===== src/rtl/instruction_fetch.sv =====
// ---------------------------------------------------------------------------
// instruction_fetch
//   Fetch stage in front of a one-cycle-latency synchronous instruction
//   memory. It issues sequential word addresses, captures the returning data
//   into a registered output (insn/insn_pc/insn_valid), and absorbs
//   decode-stage back-pressure with a one-entry skid buffer. This keeps
//   instructions in strict address order with none lost or duplicated.
//   A redirect restarts fetch at a new target and discards everything in flight.
//
// Ports
//   clock        : single clock, rising-edge
//   reset        : asynchronous, active-high
//   imem_addr    : word address presented to instruction memory
//   imem_rden    : read-issue strobe
//   imem_q       : memory data for the address issued one cycle earlier
//   stall        : decode cannot accept insn this cycle
//   redirect     : branch/jump redirect request
//   redirect_pc  : redirect target
//   insn         : registered instruction word
//   insn_pc      : address of insn
//   insn_valid   : insn/insn_pc hold a live instruction
// ---------------------------------------------------------------------------
module instruction_fetch #(
  parameter int                 ADDR_W   = 12,
  parameter logic [ADDR_W-1:0]  RESET_PC = '0
) (
  input  logic              clock,
  input  logic              reset,
  output logic [ADDR_W-1:0] imem_addr,
  output logic              imem_rden,
  input  logic [31:0]       imem_q,
  input  logic              stall,
  input  logic              redirect,
  input  logic [ADDR_W-1:0] redirect_pc,
  output logic [31:0]       insn,
  output logic [ADDR_W-1:0] insn_pc,
  output logic              insn_valid
);

  localparam logic [ADDR_W-1:0] PC_ONE = {{(ADDR_W-1){1'b0}}, 1'b1};

  typedef enum logic [1:0] {
    IDLE = 2'd0,
    RUN  = 2'd1,
    FULL = 2'd2
  } state_t;

  state_t            state_q,       state_d;
  logic [ADDR_W-1:0] fetch_pc_q,    fetch_pc_d;
  logic              inflight_q,    inflight_d;
  logic [ADDR_W-1:0] inflight_pc_q, inflight_pc_d;
  logic [31:0]       skid_word_q,   skid_word_d;
  logic [ADDR_W-1:0] skid_pc_q,     skid_pc_d;
  logic              skid_full_q,   skid_full_d;
  logic [31:0]       insn_q,        insn_d;
  logic [ADDR_W-1:0] insn_pc_q,     insn_pc_d;
  logic              insn_valid_q,  insn_valid_d;
  logic              load_s;
  logic              issue_s;

  // Next-state, skid/output steering and memory issue.
  always_comb begin
    state_d       = state_q;
    fetch_pc_d    = fetch_pc_q;
    inflight_d    = 1'b0;
    inflight_pc_d = inflight_pc_q;
    skid_word_d   = skid_word_q;
    skid_pc_d     = skid_pc_q;
    skid_full_d   = skid_full_q;
    insn_d        = insn_q;
    insn_pc_d     = insn_pc_q;
    insn_valid_d  = insn_valid_q;
    issue_s       = 1'b0;
    imem_addr     = fetch_pc_q;
    // Output register may advance when decode takes the current word or
    // when there is nothing live in it.
    load_s        = !stall || !insn_valid_q;

    if (redirect) begin
      // Redirect beats stall: drop returning data, skid and output, and
      // issue the target immediately.
      issue_s       = 1'b1;
      imem_addr     = redirect_pc;
      fetch_pc_d    = redirect_pc + PC_ONE;
      inflight_d    = 1'b1;
      inflight_pc_d = redirect_pc;
      skid_full_d   = 1'b0;
      insn_valid_d  = 1'b0;
      state_d       = RUN;
    end else begin
      case (state_q)
        IDLE: begin
          state_d = RUN;
        end
        RUN, FULL: begin
          // Holding off issue while stalled with data already in flight
          // guarantees the skid never has to take a second word.
          issue_s = (state_q == RUN) && !(stall && insn_valid_q && inflight_q);

          if (load_s) begin
            if (skid_full_q) begin
              insn_d       = skid_word_q;
              insn_pc_d    = skid_pc_q;
              insn_valid_d = 1'b1;
              if (inflight_q) begin
                skid_word_d = imem_q;
                skid_pc_d   = inflight_pc_q;
              end else begin
                skid_full_d = 1'b0;
                state_d     = RUN;
              end
            end else if (inflight_q) begin
              insn_d       = imem_q;
              insn_pc_d    = inflight_pc_q;
              insn_valid_d = 1'b1;
            end else begin
              insn_valid_d = 1'b0;
            end
          end else if (inflight_q) begin
            skid_word_d = imem_q;
            skid_pc_d   = inflight_pc_q;
            skid_full_d = 1'b1;
            state_d     = FULL;
          end else begin
            state_d = state_q;
          end

          if (issue_s) begin
            imem_addr     = fetch_pc_q;
            fetch_pc_d    = fetch_pc_q + PC_ONE;
            inflight_d    = 1'b1;
            inflight_pc_d = fetch_pc_q;
          end else begin
            inflight_d = 1'b0;
          end
        end
        default: begin
          state_d = IDLE;
        end
      endcase
    end

    imem_rden = issue_s;
    // Memory interface is quiet and parked at RESET_PC while in reset.
    if (reset) begin
      imem_rden = 1'b0;
      imem_addr = RESET_PC;
    end else begin
      imem_rden = issue_s;
    end
  end

  // State, fetch pointer, in-flight tracking, skid and output registers.
  always_ff @(posedge clock or posedge reset) begin
    if (reset) begin
      state_q       <= IDLE;
      fetch_pc_q    <= RESET_PC;
      inflight_q    <= 1'b0;
      inflight_pc_q <= '0;
      skid_word_q   <= 32'h0000_0000;
      skid_pc_q     <= '0;
      skid_full_q   <= 1'b0;
      insn_q        <= 32'h0000_0000;
      insn_pc_q     <= '0;
      insn_valid_q  <= 1'b0;
    end else begin
      state_q       <= state_d;
      fetch_pc_q    <= fetch_pc_d;
      inflight_q    <= inflight_d;
      inflight_pc_q <= inflight_pc_d;
      skid_word_q   <= skid_word_d;
      skid_pc_q     <= skid_pc_d;
      skid_full_q   <= skid_full_d;
      insn_q        <= insn_d;
      insn_pc_q     <= insn_pc_d;
      insn_valid_q  <= insn_valid_d;
    end
  end

  assign insn       = insn_q;
  assign insn_pc    = insn_pc_q;
  assign insn_valid = insn_valid_q;

endmodule

===== config.mk =====
export PLATFORM = sky130hd
export DESIGN_NAME = instruction_fetch
export DESIGN_NICKNAME = d
export VERILOG_FILES = /design/src/rtl/instruction_fetch.sv
export SDC_FILE = /design/constraint.sdc
export NUM_CORES = 1
export LEC_CHECK = 0
export BUFFER_PORTS_ARGS = -buffer_cell sky130_fd_sc_hd__buf_2
export CAP_MARGIN = 15
export CELL_PAD_IN_SITES_DETAIL_PLACEMENT = 1
export CELL_PAD_IN_SITES_GLOBAL_PLACEMENT = 1
export CORE_MARGIN = 2
export CORE_UTILIZATION = 39
export DETAILED_ROUTE_END_ITERATION = 7
export GPL_ROUTABILITY_DRIVEN = 0
export PLACE_DENSITY = 0.72
export SLEW_MARGIN = 20
export SYNTH_ARGS = -nofsm -noshare
export SYNTH_HDL_FRONTEND = slang
export SYNTH_SLANG_ARGS = --single-unit

===== constraint.sdc =====
create_clock -name clock -period 3.1 [get_ports clock]
set_input_delay 0.31 -clock clock [delete_from_list [all_inputs] [get_ports clock]]
set_output_delay 0.31 -clock clock [all_outputs]
set_load 0.05 [all_outputs]

==> out/qor.txt <==
Skew final -> 0.007409 ns
DP HPWL -> 8836 microns
Final Hold Vio Count -> 0
Max Slew Vio Count -> 0
CP Capture Type -> primary output
Least-Margin Pin Slew -> 0.8159 ns
# Max-Cap Violations -> 0
Clock sinks -> 117
Register area share after synthesis -> 52.86%
# hold bufs at CTS -> 0
Setup crit start kind -> register
Wire length of the first global-routing pass -> 21560 microns
Total Nets Final -> 641
Post-synth top area share -> 52.86%
Outcome -> complete, no violations
Total gr overflow -> 0
Worst-skew pair later-pin latency -> 0.40 ns
Setup TNS -> 0 ns
Layout cell share with drive strength beyond 1 -> 34.17%
Cts bufs inserted -> 17
# diodes -> 0
Port Buffers -> 105
Synth area leader -> dfrtp_1
Post-layout min period -> 2.534 ns
Cell area after synthesis -> 5539 sq um
Post-synth EDFFs -> 0
Total iterations of the first detailed-routing run -> 4
Syn Area/Cell -> 11.35 sq um
GRT Total Usage -> 18.43%
Finished Core Util -> 48.65%
Die Span Y -> 123.2 microns
Post-CTS Resized -> 0
Initial Util -> 39.90%
ANT nets after route -> 0
Async set-reset flop share out of synthesis -> 100.0%
Core ar. -> 13880 sq um
Initial antenna violation count -> 0
RSZ-0062 raised after global routing -> false
Clk slew on worst S/H paths -> 0.05 ns
Most frequent cells in the layout -> dfrtp_1 (116), buf_2 (105), a21oi_1 (61), mux2i_1 (59), nor2_1 (57)
Num rows -> 43
Top post-synthesis cells by area -> dfrtp_1 (53%), mux2i_1 (11%), mux2_2 (10%), a21oi_1 (5.6%), nor2_1 (3.9%)
Crit path DAT -> 2.22 ns
Number of synthesized register bits -> 117
Critical Path Fanout Max -> 7
Leakage power -> 2.973 nW
Via count -> 4032
Clk root buf -> clkbuf_16
Largest net degree at the start of global routing -> 89
Area grow syn2layout -> 21.91%
# setup viols final -> 0
HP Class -> input pin to register
Peak supply drop -> 377.4 uV
DRT iter0 DRCs -> 147
Clk buf depth -> 2
Kind of critical path -> register to primary output
Die width -> 123.2 microns
H-tree levels -> 4
Fmax -> 394.6 MHz
Distinct cells, synth -> 39
Via/cell ratio -> 5.169
Vias in the first global route -> 4263
Max_slew headroom -> 45.61%
Period utilization -> 81.75%
Yosys warns -> 0
Average wire per standard cell -> 17.05 microns
Mapped Cells -> 488
DRC -> 0
Syn nets -> 540
CP Data Required Time -> 2.79 ns
Die area -> 15170 sq um
TritonCTS clock tree -> built
Commonest non-fill, non-tap cell in the layout -> dfrtp_1
Post-CTS setup buffers -> 0
Final WL -> 13300 microns
Io pins -> 106
Fin Hold WS -> 0.1599 ns
Power density over the cells -> 1148 nW/um^2
Synth Flop Type -> dfrtp_1
## critical path, cell delays in order (launching register included)
cell and delay, ns:
dfrtp_1 0.38, inv_1 0.14, ha_1 0.34, nand2_1 0.13, a21oi_2 0.04, nor2_1 0.48
nor2_1 0.08, buf_2 0.23
## layer usage
metal / global-route usage [%] / up-vias / wire length (microns) / part of all wire, %
met1: 24.79 / 2011 / 6298 / 47
met3: 4.520 / 6 / 615 / 4.6
li1: - / 1916 / - / -
met5: 0 / - / 0 / 0
met2: 29.70 / 99 / 6300 / 47
met4: 5.114 / 0 / 85 / 0.64
## sequential cells by signal, summed over array words and instances, names as in the netlist
| name | cells |
|---|---|
| insn | 32 |
| skid_full_q | 1 |
| insn_pc | 12 |
| insn_valid | 1 |
| inflight_pc_q | 12 |
| state_q | 2 |
| skid_word_q | 32 |
| fetch_pc_q | 12 |
| skid_pc_q | 12 |
| inflight_q | 1 |
## final timing paths
kind | startpoint | endpoint | slack (ns) | cells past startpoint
min reg2reg | skid_pc_q[10]$_DFFE_PP0P_ | skid_pc_q[10]$_DFFE_PP0P_ | 0.50 | 1
max | state_q[1]$_DFFE_PP0P_ | imem_rden | 0.57 | 7
max reg2reg | state_q[0]$_DFFE_PP0P_ | skid_word_q[15]$_DFFE_PP0P_ | 0.93 | 5
min | imem_q[29] | skid_word_q[29]$_DFFE_PP0P_ | 0.16 | 2
min in group asynchronous | reset | inflight_pc_q[7]$_DFFE_PP0P_ | 0.31 | 3
max in group asynchronous | reset | skid_full_q$_DFFE_PP0P_ | 2.17 | 3
## power breakdown
part	internal, W	total, W	switching [W]
logic	0.00109	0.00327	0.00218
clock network	0.00113	0.00176	0.000630
registers	0.00224	0.00273	0.000487
total	0.00446	0.00775	0.00330
## cells in the mapped netlist, types with 2 or more instances
cell,n
a211oi_1,2
xnor2_1,4
mux2i_1,59
nand3b_1,4
clkbuf_1,5
nand4b_4,2
a22oi_4,2
and2_1,3
nand3_1,6
ha_1,4
o22ai_1,2
buf_4,3
nand2_1,32
o21ai_0,11
nor2_1,57
nand4_1,4
buf_2,21
nand2b_1,2
mux2_2,51
xor2_1,13
a21oi_1,62
inv_1,6
dfrtp_1,117
## per-stage QoR
| stage | cells | worst slack, ns | cell area (sq um) | total power (W) |
|---|---|---|---|---|
| final | 780 | 0.5657 | 6753 | 0.007754 |
| after global placement | 750 | 1.031 | 6213 | 0.005894 |
| after global routing | 780 | 0.4004 | 6753 | 0.008247 |
| after floorplan | 488 | 0.1839 | 5543 | 0.005214 |
| after CTS | 780 | 0.5267 | 6753 | 0.007856 |
| after detailed placement | 750 | 0.9363 | 6213 | 0.006034 |
## layout make-up
type                    count  area, sq um
well taps                 180        225.2
flip-flops and latches    117         2929
clock inverters             4        20.02
repair buffers            112        590.6
inverters                   7        30.03
fillers                  1520         7128
clock buffers              26        519.2
multi-input cells         334         2439
## cells by family (layout without fill, tap and decap cells)
family / after synthesis / after routing / synth area share, %
flip-flops: 117 / 117 / 52.86
AND/OR/NAND/NOR: 115 / 115 / 9.917
multiplexers: 110 / 110 / 21.03
AO/OA/AOI/OAI: 88 / 88 / 9.284
buffers and inverters: 37 / 149 / 3.320
XOR/XNOR: 17 / 17 / 2.688
adder cells (fa/ha/maj): 4 / 4 / 0.9036
No activity file was read; power rests on OpenSTA's default activity.
